<file path="src/rtl/wb_port_arbiter.sv">
// Two-port register-file writeback arbiter: pipeline port A has priority, the
// long-latency port B is protected by a starvation counter and a pending-write mask.
module wb_port_arbiter #(
    parameter int STARVE_LIMIT = 3
) (
    input  logic        CLK,
    input  logic        RST_N,
    input  logic        a_valid,
    input  logic [4:0]  a_addr,
    input  logic [31:0] a_data,
    output logic        a_ready,
    input  logic        b_valid,
    input  logic [4:0]  b_addr,
    input  logic [31:0] b_data,
    output logic        b_ready,
    input  logic        issue_valid,
    input  logic [4:0]  issue_addr,
    output logic [31:0] busy,
    output logic        we3,
    output logic [4:0]  wa3,
    output logic [31:0] wd3
);

    // Counter must hold STARVE_LIMIT; never narrower than 2 bits.
    localparam int CW_RAW = $clog2(STARVE_LIMIT + 1);
    localparam int CW     = (CW_RAW < 2) ? 2 : CW_RAW;
    localparam logic [CW-1:0] CNT_MAX   = {CW{1'b1}};
    localparam logic [CW-1:0] CNT_LIMIT = CW'(STARVE_LIMIT);

    logic [CW-1:0] r_starve_cnt;
    logic [31:0]   r_busy;
    logic          r_we3;
    logic [4:0]    r_wa3;
    logic [31:0]   r_wd3;

    logic          w_a_blocked;
    logic          w_force_b;
    logic          w_grant_a;
    logic          w_grant_b;
    logic [4:0]    w_wr_addr;
    logic [31:0]   w_wr_data;
    logic          w_wr_en;
    logic [31:0]   w_busy_nxt;
    logic [CW-1:0] w_cnt_nxt;

    assign w_a_blocked = (a_addr != 5'd0) && r_busy[a_addr];
    assign w_force_b   = b_valid && (r_starve_cnt >= CNT_LIMIT);

    assign a_ready = a_valid && !w_a_blocked && !w_force_b;
    assign b_ready = b_valid && (w_force_b || !a_valid || w_a_blocked);

    assign w_grant_a = a_valid && a_ready;
    assign w_grant_b = b_valid && b_ready;

    // Grants are mutually exclusive, so a simple mux selects the winner.
    always_comb begin
        w_wr_addr = a_addr;
        w_wr_data = a_data;
        if (w_grant_b) begin
            w_wr_addr = b_addr;
            w_wr_data = b_data;
        end
    end

    // Writes to r0 are accepted but discarded.
    assign w_wr_en = (w_grant_a || w_grant_b) && (w_wr_addr != 5'd0);

    // Set is applied after clear so a same-cycle issue keeps the bit pending.
    always_comb begin
        w_busy_nxt = r_busy;
        if (w_grant_b)
            w_busy_nxt[b_addr] = 1'b0;
        if (issue_valid && (issue_addr != 5'd0))
            w_busy_nxt[issue_addr] = 1'b1;
        w_busy_nxt[0] = 1'b0;
    end

    always_comb begin
        w_cnt_nxt = r_starve_cnt;
        if (w_grant_b)
            w_cnt_nxt = '0;
        else if (b_valid && (r_starve_cnt != CNT_MAX))
            w_cnt_nxt = r_starve_cnt + 1'b1;
    end

    always_ff @(posedge CLK or negedge RST_N) begin
        if (!RST_N) begin
            r_starve_cnt <= '0;
            r_busy       <= '0;
            r_we3        <= 1'b0;
            r_wa3        <= '0;
            r_wd3        <= '0;
        end else begin
            r_starve_cnt <= w_cnt_nxt;
            r_busy       <= w_busy_nxt;
            r_we3        <= w_wr_en;
            if (w_wr_en) begin
                r_wa3 <= w_wr_addr;
                r_wd3 <= w_wr_data;
            end
        end
    end

    assign busy = r_busy;
    assign we3  = r_we3;
    assign wa3  = r_wa3;
    assign wd3  = r_wd3;

endmodule

</file>
<file path="config.mk">
export PLATFORM = sky130hd
export DESIGN_NAME = wb_port_arbiter
export DESIGN_NICKNAME = d
export VERILOG_FILES = /design/src/rtl/wb_port_arbiter.sv
export SDC_FILE = /design/constraint.sdc
export NUM_CORES = 1
export LEC_CHECK = 0
export CAP_MARGIN = 20
export CORE_AREA = 5 5 98 100
export CTS_CLUSTER_DIAMETER = 50
export DETAILED_ROUTE_END_ITERATION = 8
export DIE_AREA = 0 0 103 105
export GPL_TIMING_DRIVEN = 1
export PLACE_DENSITY = 0.81
export SLEW_MARGIN = 20
export SYNTH_ARGS = -nofsm -noshare
export SYNTH_HDL_FRONTEND = slang
export SYNTH_SLANG_ARGS = --single-unit
</file>
<file path="constraint.sdc">
create_clock -name CLK -period 3.5 [get_ports CLK]
set_input_delay 0.525 -clock CLK [delete_from_list [all_inputs] [get_ports CLK]]
set_output_delay 0.525 -clock CLK [all_outputs]
set_load 0.01 [all_outputs]
</file>
==> run_results.csv <==
group,metric,value,unit
status,status,"finished, final reports clean",
sta,finalCriticalPeriod,3350,ps
layout,drive_gt1_share,15.88,%
clocking,numCtsBuffers,9,
synthesis,synth.distinct_cells,41,
synthesis,synth_flop_cell,"dfrtp_1",
sta,worstMarginPinSlew,742.4,ps
power,ir_drop,297.2,uV
clocking,post_cts_buffers,0,
clocking,clock_path_buffers,2,
setup_path,worst-setup-path-type,"input port to primary output",
drt,dr.pass1.iters,5,
synthesis,synth_nets,452,
sta,finalHoldViolations,0,
clocking,insertion_delay,350,ps
floorplanning,core-area,8593,um2
floorplanning,start_util,42.15,%
power,leakagePower,2.150,nW
layout,nets,609,
floorplanning,fp.dieArea,10820,um2
sta,grt_setup_unrepaired,"no",
setup_path,crit_fanout,8,
synthesis,yosysWarnings,0,
layout,seq_area,1777,um2
drt,drt_iter0_drc,232,
clocking,htreeDepth,3,
floorplanning,io_pins,156,
sta,fin_crit_sh,95.70,%
placement,gp_congestion,0.9740,
synthesis,syn_area_per_cell,9.870,um2
drt,via_per_inst,5.672,
sta,setup_violations,0,
synthesis,netlist_area,3622,um2
setup_path,cp-end-kind,"primary output",
sta,max_freq,298.5,MHz
clocking,cts_tree,"built",
layout,area_growth,52.19,%
global_route,grt-ovfl-total,0,
power,power_per_cell_area,494.1,nW/um2
global_route,grt_pass1_wl,18010,um
floorplanning,num_rows,34,
sta,clock_skew,11.05,ps
setup_path,cp.arrival,2820,ps
drt,detail-route-antenna-nets,0,
global_route,grt_pass1_vias,3580,
clocking,path_clk_slew,80,ps
floorplanning,die_w,103,um
synthesis,synth_seq_area_share,49.05,%
drt,drc,0,
drt,drt-wirelength-per-cell,18.73,um
layout,multi_input_area,1662,um2
drt,drt-total-wl,11930,um
synthesis,synthArstFlopShare,100.0,%
floorplanning,chipHeight,105,um
setup_path,critPathLaunchType,"input port",
drt,vias,3613,
clocking,cts_root_buf,"clkbuf_8",
placement,port_buffers,154,
sta,slew_viol_final,0,
layout,fillers,684,
sta,timing.slew.headroom,50.51,%
synthesis,ys_ff_latch,71,
synthesis,syn_inst,367,
placement,dp_hpwl,8928,um
layout,antenna_cells_inserted,0,
worst_hold_path,hp-class,"input port to async pin",
global_route,antenna_found_initial,0,
setup_path,worstPathRequired,2970,ps
flow_run,cap_viol_max_count,0,
global_route,grt_max_degree,46,
clocking,numClockSinks,71,
layout,final_util,64.15,%
global_route,track_usage,21.27,%
sta,tns,0,ps
synthesis,synth_edf_count,0,
[flip-flops by register name, summed over array words and instances (netlist names)]
register / count
busy: 31
r_starve_cnt: 2
wa3: 5
wd3: 32
we3: 1
[per-stage QoR]
stage / hold slack (ps) / area (um2) / power (mW) / instances / setup slack (ps)
after floorplan: 229.4 / 3622 / 1.499 / 367 / 785.8
after global placement: 497.7 / 5316 / 2.050 / 621 / -224.5
after detailed placement: 504.3 / 5316 / 2.072 / 621 / -267.1
after CTS: 238.7 / 5513 / 2.739 / 637 / 17.44
after global routing: 281.7 / 5513 / 2.861 / 637 / 64.09
final: 234.2 / 5513 / 2.724 / 637 / 150.4
[power breakdown]
| group | internal (mW) | total [mW] | switching (mW) |
|---|---|---|---|
| logic | 0.533 | 0.954 | 0.420 |
| clock network | 0.349 | 0.663 | 0.314 |
| registers | 0.983 | 1.11 | 0.125 |
| total | 1.87 | 2.72 | 0.859 |
[synth_stat cells, types with 3 or more instances]
library cell	number	area [um2]
dfrtp_1	71	1777
o21ai_0	56	280.3
nor2_1	47	176.4
o22ai_1	35	219.0
a21oi_2	31	271.5
clkbuf_1	14	52.55
nand2_1	12	45.04
nand3_1	12	60.06
inv_1	11	41.29
or3_1	10	62.56
a21oi_1	6	30.03
buf_6	6	67.56
mux2_2	6	67.56
o21ai_1	5	25.02
mux4_2	4	90.09
nand2b_1	4	25.02
a31o_2	3	26.28
buf_2	3	15.01
nand4_1	3	18.77
[layout by cell type, fill, tap and decap left out, types with 3 or more instances in the layout]
| master | netlist | layout |
|---|---|---|
| clkbuf_8 | 0 | 10 |
| o22ai_1 | 35 | 35 |
| inv_1 | 11 | 11 |
| nand2_1 | 12 | 12 |
| o21ai_1 | 5 | 5 |
| a21oi_1 | 6 | 6 |
| nand4_1 | 3 | 3 |
| or3_1 | 10 | 10 |
| nor2_1 | 47 | 47 |
| clkdlybuf4s50_1 | 0 | 151 |
| a21oi_2 | 31 | 31 |
| nand2b_1 | 4 | 4 |
| dfrtp_1 | 71 | 71 |
| a31o_2 | 3 | 3 |
| buf_4 | 2 | 13 |
| nand3_1 | 12 | 12 |
| mux4_2 | 4 | 4 |
| o21ai_0 | 56 | 56 |
| mux2_2 | 6 | 6 |
| buf_12 | 0 | 3 |
[layout make-up]
class,count,share of cell area [%]
clock buffers,11,2.565
clock inverters,5,1.044
well taps,108,2.451
inverters,11,0.7490
repair buffers,171,30.82
multi-input cells,260,30.14
flip-flops and latches,71,32.23
[path summary, 6_finish.rpt]
| check | start | end | slack (ps) | depth (start not counted) |
|---|---|---|---|---|
| max | a_addr[2] | a_ready | 150 | 7 |
| min | RST_N | wd3[26] | 230 | 1 |
| max reg2reg | busy[23] | wd3[10] | 560 | 10 |
| min reg2reg | wd3[8] | wd3[8] | 510 | 2 |
| max in group asynchronous | RST_N | busy[12] | 2300 | 2 |
| min in group CLK | wd3[8] | wd3[8] | 510 | 2 |
[cells by family after synthesis]
group                      share of synthesized area [%]
AOI/OAI and AO/OA                                  27.25
buffers and inverters                              5.285
and+or+nand+nor                                    13.06
muxes                                              4.905
adders and majority gates                         0.3454
DFF                                                49.05
other                                             0.1035
[per-layer routing]
layer  vias up  track usage (%)  wire length, um
met3        28            5.530             1411
li1       1661                -                -
met4         0            7.771              236
met1      1703            26.78             4662
met2       221            34.88             5621
met5         -                0                0
[repair_timing]
action	4_1_cts	5_1_grt
gates cloned	0	0
resized for setup	2	3
setup endpoints to repair	2	2
hold buffers	0	0
[worst max-delay path, cell delays in order]
cell	delay (ps)
clkdlybuf4s50_1	640
inv_1	130
a2bb2oi_1	160
and4b_4	200
or4_1	530
inv_1	90
clkdlybuf4s50_1	540
(Power assumes the default switching activity.)
